===== src/rtl/imem_fetch_pkg.sv =====
// Shared types and constants for the instruction-fetch sequencer.
package imem_fetch_pkg;

  typedef enum logic {
    FETCH  = 1'b0,
    HALTED = 1'b1
  } fetch_state_t;

  typedef struct packed {
    logic [31:0] pc;
    logic [31:0] data;
    logic        fault;
  } fetch_entry_t;

  localparam int unsigned INST_BYTES        = 4;
  localparam logic [19:0] IMEM_PAGE_DEFAULT = 20'd1;
  localparam logic [31:0] RESET_PC_DEFAULT  = 32'h0000_1000;

  // A PC may be fetched only if it lies in the instruction page and is word aligned
  function automatic logic pc_is_legal(input logic [31:0] pc, input logic [19:0] page);
    return (pc[31:12] == page) && (pc[1:0] == 2'b00);
  endfunction

endpackage


===== src/rtl/fetch_skid_buffer.sv =====
// Two-entry FIFO that absorbs the memory read latency; flush beats push and pop.
module fetch_skid_buffer
  import imem_fetch_pkg::*;
(
  input  logic         clk,
  input  logic         rst,
  input  logic         push,
  input  logic         pop,
  input  logic         flush,
  input  fetch_entry_t push_entry,
  output logic [1:0]   count,
  output fetch_entry_t head
);

  fetch_entry_t entries [2];
  logic         wr_ptr;
  logic         rd_ptr;

  assign head = entries[rd_ptr];

  // Storage, pointers and occupancy; a flush empties the queue without touching stored words
  always_ff @(posedge clk or posedge rst) begin
    if (rst) begin
      entries[0] <= '0;
      entries[1] <= '0;
      wr_ptr     <= 1'b0;
      rd_ptr     <= 1'b0;
      count      <= 2'd0;
    end else if (flush) begin
      wr_ptr <= 1'b0;
      rd_ptr <= 1'b0;
      count  <= 2'd0;
    end else begin
      if (push) begin
        entries[wr_ptr] <= push_entry;
        wr_ptr          <= ~wr_ptr;
      end
      if (pop) begin
        rd_ptr <= ~rd_ptr;
      end
      count <= count + {1'b0, push} - {1'b0, pop};
    end
  end

  // The fetch credit scheme must never let a push land on a full buffer
  push_into_full: assert property (@(posedge clk) disable iff (rst)
    !(push && !flush && (count == 2'd2)));

endmodule


===== src/rtl/imem_fetch_ctrl.sv =====
// Fetch sequencer: owns the fetch PC, issues one read per cycle under a
// two-credit budget, tracks the in-flight read and delivers words to decode.
module imem_fetch_ctrl
  import imem_fetch_pkg::*;
#(
  parameter logic [31:0] RESET_PC  = RESET_PC_DEFAULT,
  parameter logic [19:0] IMEM_PAGE = IMEM_PAGE_DEFAULT
) (
  input  logic        clk,
  input  logic        rst,
  input  logic        redirect_valid,
  input  logic [31:0] redirect_pc,
  output logic [31:0] imem_address,
  input  logic [31:0] imem_data_in,
  output logic        inst_valid,
  input  logic        inst_ready,
  output logic [31:0] inst_data,
  output logic [31:0] inst_pc,
  output logic        inst_fault
);

  fetch_state_t state_q;
  fetch_state_t state_d;
  logic [31:0]  fetch_pc;
  logic         inflight;
  logic [31:0]  inflight_pc;
  logic [1:0]   count;
  fetch_entry_t head;
  fetch_entry_t push_entry;
  logic         push;
  logic         pop;
  logic         issue;
  logic         fault_push;
  logic [2:0]   credit_used;
  logic         issue_ok;

  assign imem_address = fetch_pc;
  assign inst_valid   = (count != 2'd0);
  assign inst_pc      = inst_valid ? head.pc : 32'h0;
  assign inst_data    = inst_valid ? head.data : 32'h0;
  assign inst_fault   = inst_valid & head.fault;

  // A head presented during a redirect is squashed, never consumed
  assign pop = inst_valid & inst_ready & ~redirect_valid;

  // Buffer slots promised to queued words and the outstanding read, after this cycle's pop
  assign credit_used = {1'b0, count} + {2'b00, inflight} - {2'b00, pop};
  assign issue_ok    = (credit_used < 3'd2);

  // FSM state register
  always_ff @(posedge clk or posedge rst) begin
    if (rst) begin
      state_q <= FETCH;
    end else begin
      state_q <= state_d;
    end
  end

  // Next state, read issue, fault generation and the buffer push mux
  always_comb begin
    state_d    = state_q;
    issue      = 1'b0;
    fault_push = 1'b0;
    push       = 1'b0;
    push_entry = '0;
    if (redirect_valid) begin
      state_d = FETCH;
    end else begin
      if ((state_q == FETCH) && issue_ok) begin
        if (pc_is_legal(fetch_pc, IMEM_PAGE)) begin
          issue = 1'b1;
        end else if (!inflight) begin
          fault_push = 1'b1;
          state_d    = HALTED;
        end
      end
      if (inflight) begin
        push       = 1'b1;
        push_entry = '{pc: inflight_pc, data: imem_data_in, fault: 1'b0};
      end else if (fault_push) begin
        push       = 1'b1;
        push_entry = '{pc: fetch_pc, data: 32'h0, fault: 1'b1};
      end
    end
  end

  // Fetch PC and in-flight read tracking; a redirect discards the outstanding read
  always_ff @(posedge clk or posedge rst) begin
    if (rst) begin
      fetch_pc    <= RESET_PC;
      inflight    <= 1'b0;
      inflight_pc <= 32'h0;
    end else if (redirect_valid) begin
      fetch_pc <= redirect_pc;
      inflight <= 1'b0;
    end else begin
      inflight <= issue;
      if (issue) begin
        inflight_pc <= fetch_pc;
        fetch_pc    <= fetch_pc + 32'(INST_BYTES);
      end
    end
  end

  fetch_skid_buffer u_skid (
    .clk        (clk),
    .rst        (rst),
    .push       (push),
    .pop        (pop),
    .flush      (redirect_valid),
    .push_entry (push_entry),
    .count      (count),
    .head       (head)
  );

endmodule


===== config.mk =====
export PLATFORM = sky130hd
export DESIGN_NAME = imem_fetch_ctrl
export DESIGN_NICKNAME = d
export VERILOG_FILES = /design/src/rtl/imem_fetch_pkg.sv /design/src/rtl/fetch_skid_buffer.sv /design/src/rtl/imem_fetch_ctrl.sv
export SDC_FILE = /design/constraint.sdc
export NUM_CORES = 1
export LEC_CHECK = 0
export CAP_MARGIN = 20
export CORE_MARGIN = 3
export CORE_UTILIZATION = 40
export DETAILED_ROUTE_END_ITERATION = 8
export SLEW_MARGIN = 30
export SYNTH_ARGS = -nofsm -noshare
export SYNTH_HDL_FRONTEND = slang
export SYNTH_SLANG_ARGS = --single-unit

===== constraint.sdc =====
create_clock -name clk -period 20 [get_ports clk]
set_input_delay 4 -clock clk [delete_from_list [all_inputs] [get_ports clk]]
set_output_delay 4 -clock clk [all_outputs]
set_load 0.01 [all_outputs]

==> reports/qor.txt <==
==========================================================================================
Result of the run ........................................................... complete, no violations
Cell type of the slowest stage on the worst timing path .....................        buf_4
Row cnt .....................................................................           54
Global-route wire length before repair ......................................      35.7 mm
Source of the worst register-to-register timing path ........................ u_skid.count[1]$_DFF_PP0_
Buffers from clock root to sink, at most ....................................            2
Initial antenna violation count .............................................            0
Layout cell share with drive strength beyond 1 ..............................       0.0841
WS Path Type ................................................................ input port to flop
Root buffer selected by CTS .................................................    clkbuf_16
Most common cell after layout, fill and taps aside ..........................      dfrtp_1
Hold Path Sink .............................................................. u_skid.entries[106]$_DFFE_PP0P_
Post-Syn Instances ..........................................................          877
CP arrival ..................................................................      7490 ps
Buf/Inv on CP ...............................................................            5
Area of the mapped netlist ..................................................    8980 um^2
Count of cells along the worst register-to-register path ....................           16
Launching instance or port of the critical path ............................. redirect_valid
Area of the core region .....................................................   22000 um^2
WL final ....................................................................      21.2 mm
Number of filler instances in the final layout ..............................         2048
Max-slew violation count ....................................................            0
XOR/XNOR share of the synthesized area ......................................       0.0117
Setup-failing EPs final .....................................................            0
Endpoint type of the worst setup path .......................................         flop
Maximum number of pins on one net before global-route repair ................          115
Via density per instance ....................................................         5.01
Element type at the critical path start .....................................   input port
Transition time of the tightest slew-check pin ..............................       847 ps
Main area contributors after synthesis ...................................... dfrtp_1 (55%), mux2i_1 (7.4%), nand2_1 (7.4%), o21ai_1 (5.4%), nor2_1 (3.3%)
Worst reg2reg endpoint ...................................................... u_skid.entries[17]$_DFFE_PP0P_
Fmax ........................................................................      140 MHz
Setup repair after global routing missed its margin .........................           no
CTS buffer count ............................................................           17
Detailed-route wire length per cell .........................................      16.3 um
Yosys top cell area share ...................................................        0.554
IR drop worst, VDD ..........................................................    0.0621 mV
Count of antenna diodes in the layout .......................................            0
DIE AREA ....................................................................   24300 um^2
Die height ..................................................................       156 um
Most used cells in the layout excluding fill and tap cells .................. dfrtp_1 (198), nand2_1 (176), clkdlybuf4s50_1 (164)
Port Buffer Count ...........................................................          165
Leakage power ...............................................................      4.64 nW
Share of synthesized cell area in full adder, half adder and majority cells .      0.00780
Number of hold-slack violations in the final timing report ..................            0
Crit path largest cell delay ................................................       700 ps
Number of vias in the routed layout .........................................         6519
Setup Total Neg Slack .......................................................         0 ps
Synth area leader ...........................................................      dfrtp_1
Kind of cell adding the most delay to the critical path ..................... buffers and inverters
Rel. slew slack .............................................................        0.435
Highest fanout seen on the critical path ....................................           83
Area used by multi-input combinational logic ................................    3690 um^2
Total congestion overflow after global routing ..............................            0
Minimum setup slack among reg-to-reg paths ..................................     15520 ps
Number of buffers added for setup after CTS .................................            0
Die extent in x .............................................................       156 um
Resized Gates After CTS .....................................................            0
Dpl hpwl ....................................................................      13.7 mm
Area of all placed cells without fillers ....................................   11400 um^2
Hold-fix buffer count after cts .............................................            0
Post-synthesis register bit count ...........................................          200
Largest clock skew in the final design ......................................      10.7 ps
Drt pass-1 iters ............................................................            4
Layout area overhead ........................................................        27.2%
Overall routing resource usage ..............................................        0.182
Avg Synthesized Cell Area ...................................................    10.2 um^2
Power density over the cells ................................................  108 nW/um^2
Vias in the first global route ..............................................         6595
Later-pin clock latency in the skew report ..................................       430 ps
Net count after synthesis ...................................................          950
Synth Warn # ................................................................            0
Synthesized-area fraction occupied by and/or/nand/nor cells .................        0.156
Number of levels the H-tree was split into ..................................            4
Cell depth of the worst min-delay path ......................................            2
RePlAce Congestion ..........................................................        0.777
Portion of the clock cycle consumed by the worst path in the final layout ...        0.357
DRC viols ...................................................................            0
Count of distinct cell types in the synthesized netlist .....................           44
Nets ........................................................................         1083
Max_cap viols ...............................................................            0
Boundary Pins ...............................................................          166
Starting density of the core ................................................        0.409
Count of clock tree sinks ...................................................          200
Largest family of logic cells by synthesized area ........................... simple AND/OR/NAND/NOR gates
Worst path required time ....................................................     20340 ps
CP Cell Sequence ............................................................ buf_2, buf_4, nor2_1, ha_1, inv_1, nand2_1, fa_1, xor2_1, o21ai_1, o2111ai_4, buf_4, buf_4, nand2_1, o21ai_1
Drt initial violations ......................................................          291
Worst-path clk slew .........................................................        70 ps
CTS tree ....................................................................         done
Beginning of the worst hold path ............................................ u_skid.entries[106]$_DFFE_PP0P_
Most used cell, CP ..........................................................        buf_4
Fraction of the yosys area taken by sequential cells ........................        0.557
Compound-gate portion of the synthesized area ...............................        0.116
Sequential Area .............................................................    5010 um^2
Post-detailed-placement cell area ...........................................   10800 um^2
Mux share of post-synthesis cell area .......................................        0.116
Hold Crit Class ............................................................. flop to flop
ANT nets after route ........................................................            0
Minimum period implied by the final worst setup slack .......................      7150 ps
==========================================================================================
[Yosys cell counts, drive strengths merged]
library cell  count
a2111oi           1
a21bo             2
a21oi             1
a22oi            32
a31oi             3
and3              3
and4              3
buf              40
clkbuf           21
clkinv            1
dfrtp           199
dfstp             1
fa                1
ha                4
inv               9
mux2             34
mux2i            66
nand2           177
nand2b            1
nand3             5
nand3b            1
nand4             4
nor2             78
nor2b            24
nor3              2
nor4             10
o2111ai           2
o21ai           138
o41ai             1
or2               1
xnor2             5
xor2              7
[flip-flops by register name (all words and copies together), names as in the netlist]
signal	count
state_q	1
u_skid.wr_ptr	1
u_skid.rd_ptr	1
u_skid.entries	130
imem_address	32
u_skid.count	2
inflight_pc	32
inflight	1
[logic make-up after synthesis]
logic type,after synthesis
xor gates and xnor gates,12
muxes,100
and+or+nand+nor,309
buffers and inverters,71
AOI/OAI and AO/OA,180
adders and majority gates,5
DFF,200
[layout make-up]
| type | instances | share of cell area |
|---|---|---|
| Inverter | 10 | 0.00394 |
| Clock inverter | 11 | 0.0123 |
| Multi-Input combinational cell | 606 | 0.323 |
| Timing Repair Buffer | 175 | 0.151 |
| Clock buffer | 20 | 0.0400 |
| Tap cell | 280 | 0.0307 |
| Sequential cell | 200 | 0.438 |
[worst max-delay path by stage]
stage	end	slack, ps	cells past startpoint
global placement	u_skid.entries[32]$_DFFE_PP0P_	12430	13
detailed placement	u_skid.entries[32]$_DFFE_PP0P_	12390	13
CTS	u_skid.entries[32]$_DFFE_PP0P_	12830	13
global route	u_skid.entries[6]$_DFFE_PP0P_	12540	14
finish	u_skid.entries[17]$_DFFE_PP0P_	12850	14
floorplan	imem_address[0]$_DFFE_PP0P_	10550	1
[power by group]
group | internal [mW] | switching, mW
sequential | 0.467 | 0.0500
combinational | 0.142 | 0.233
clock | 0.193 | 0.153
total | 0.803 | 0.436
[metal layers]
layer,track usage,wire [um],vias up
met1,0.273,10700,3086
met2,0.276,9330,153
met3,0.0344,1040,15
met4,0.0416,187,0
li1,-,-,3265
met5,0,0,-
[through the flow]
stage          cells  worst slack, ps  power [mW]   util  hold WS [ps]
2_1_floorplan    877            10550       0.775      -           441
3_3_place_gp    1271            12430       0.900  0.493           457
3_5_place_dp    1271            12390       0.907  0.493           460
4_1_cts         1302            12830        1.26  0.520           483
5_1_grt         1302            12540        1.32  0.520           503
6_report        1302            12850        1.24  0.520           478
[tightest hold or removal path, delay by kind of cell (launching register included)]
family / cells / cell delay, ps
AND/OR/NAND/NOR: 1 / 50
AO/OA/AOI/OAI: 1 / 60
flip-flops: 1 / 340
(Power assumes the default switching activity.)
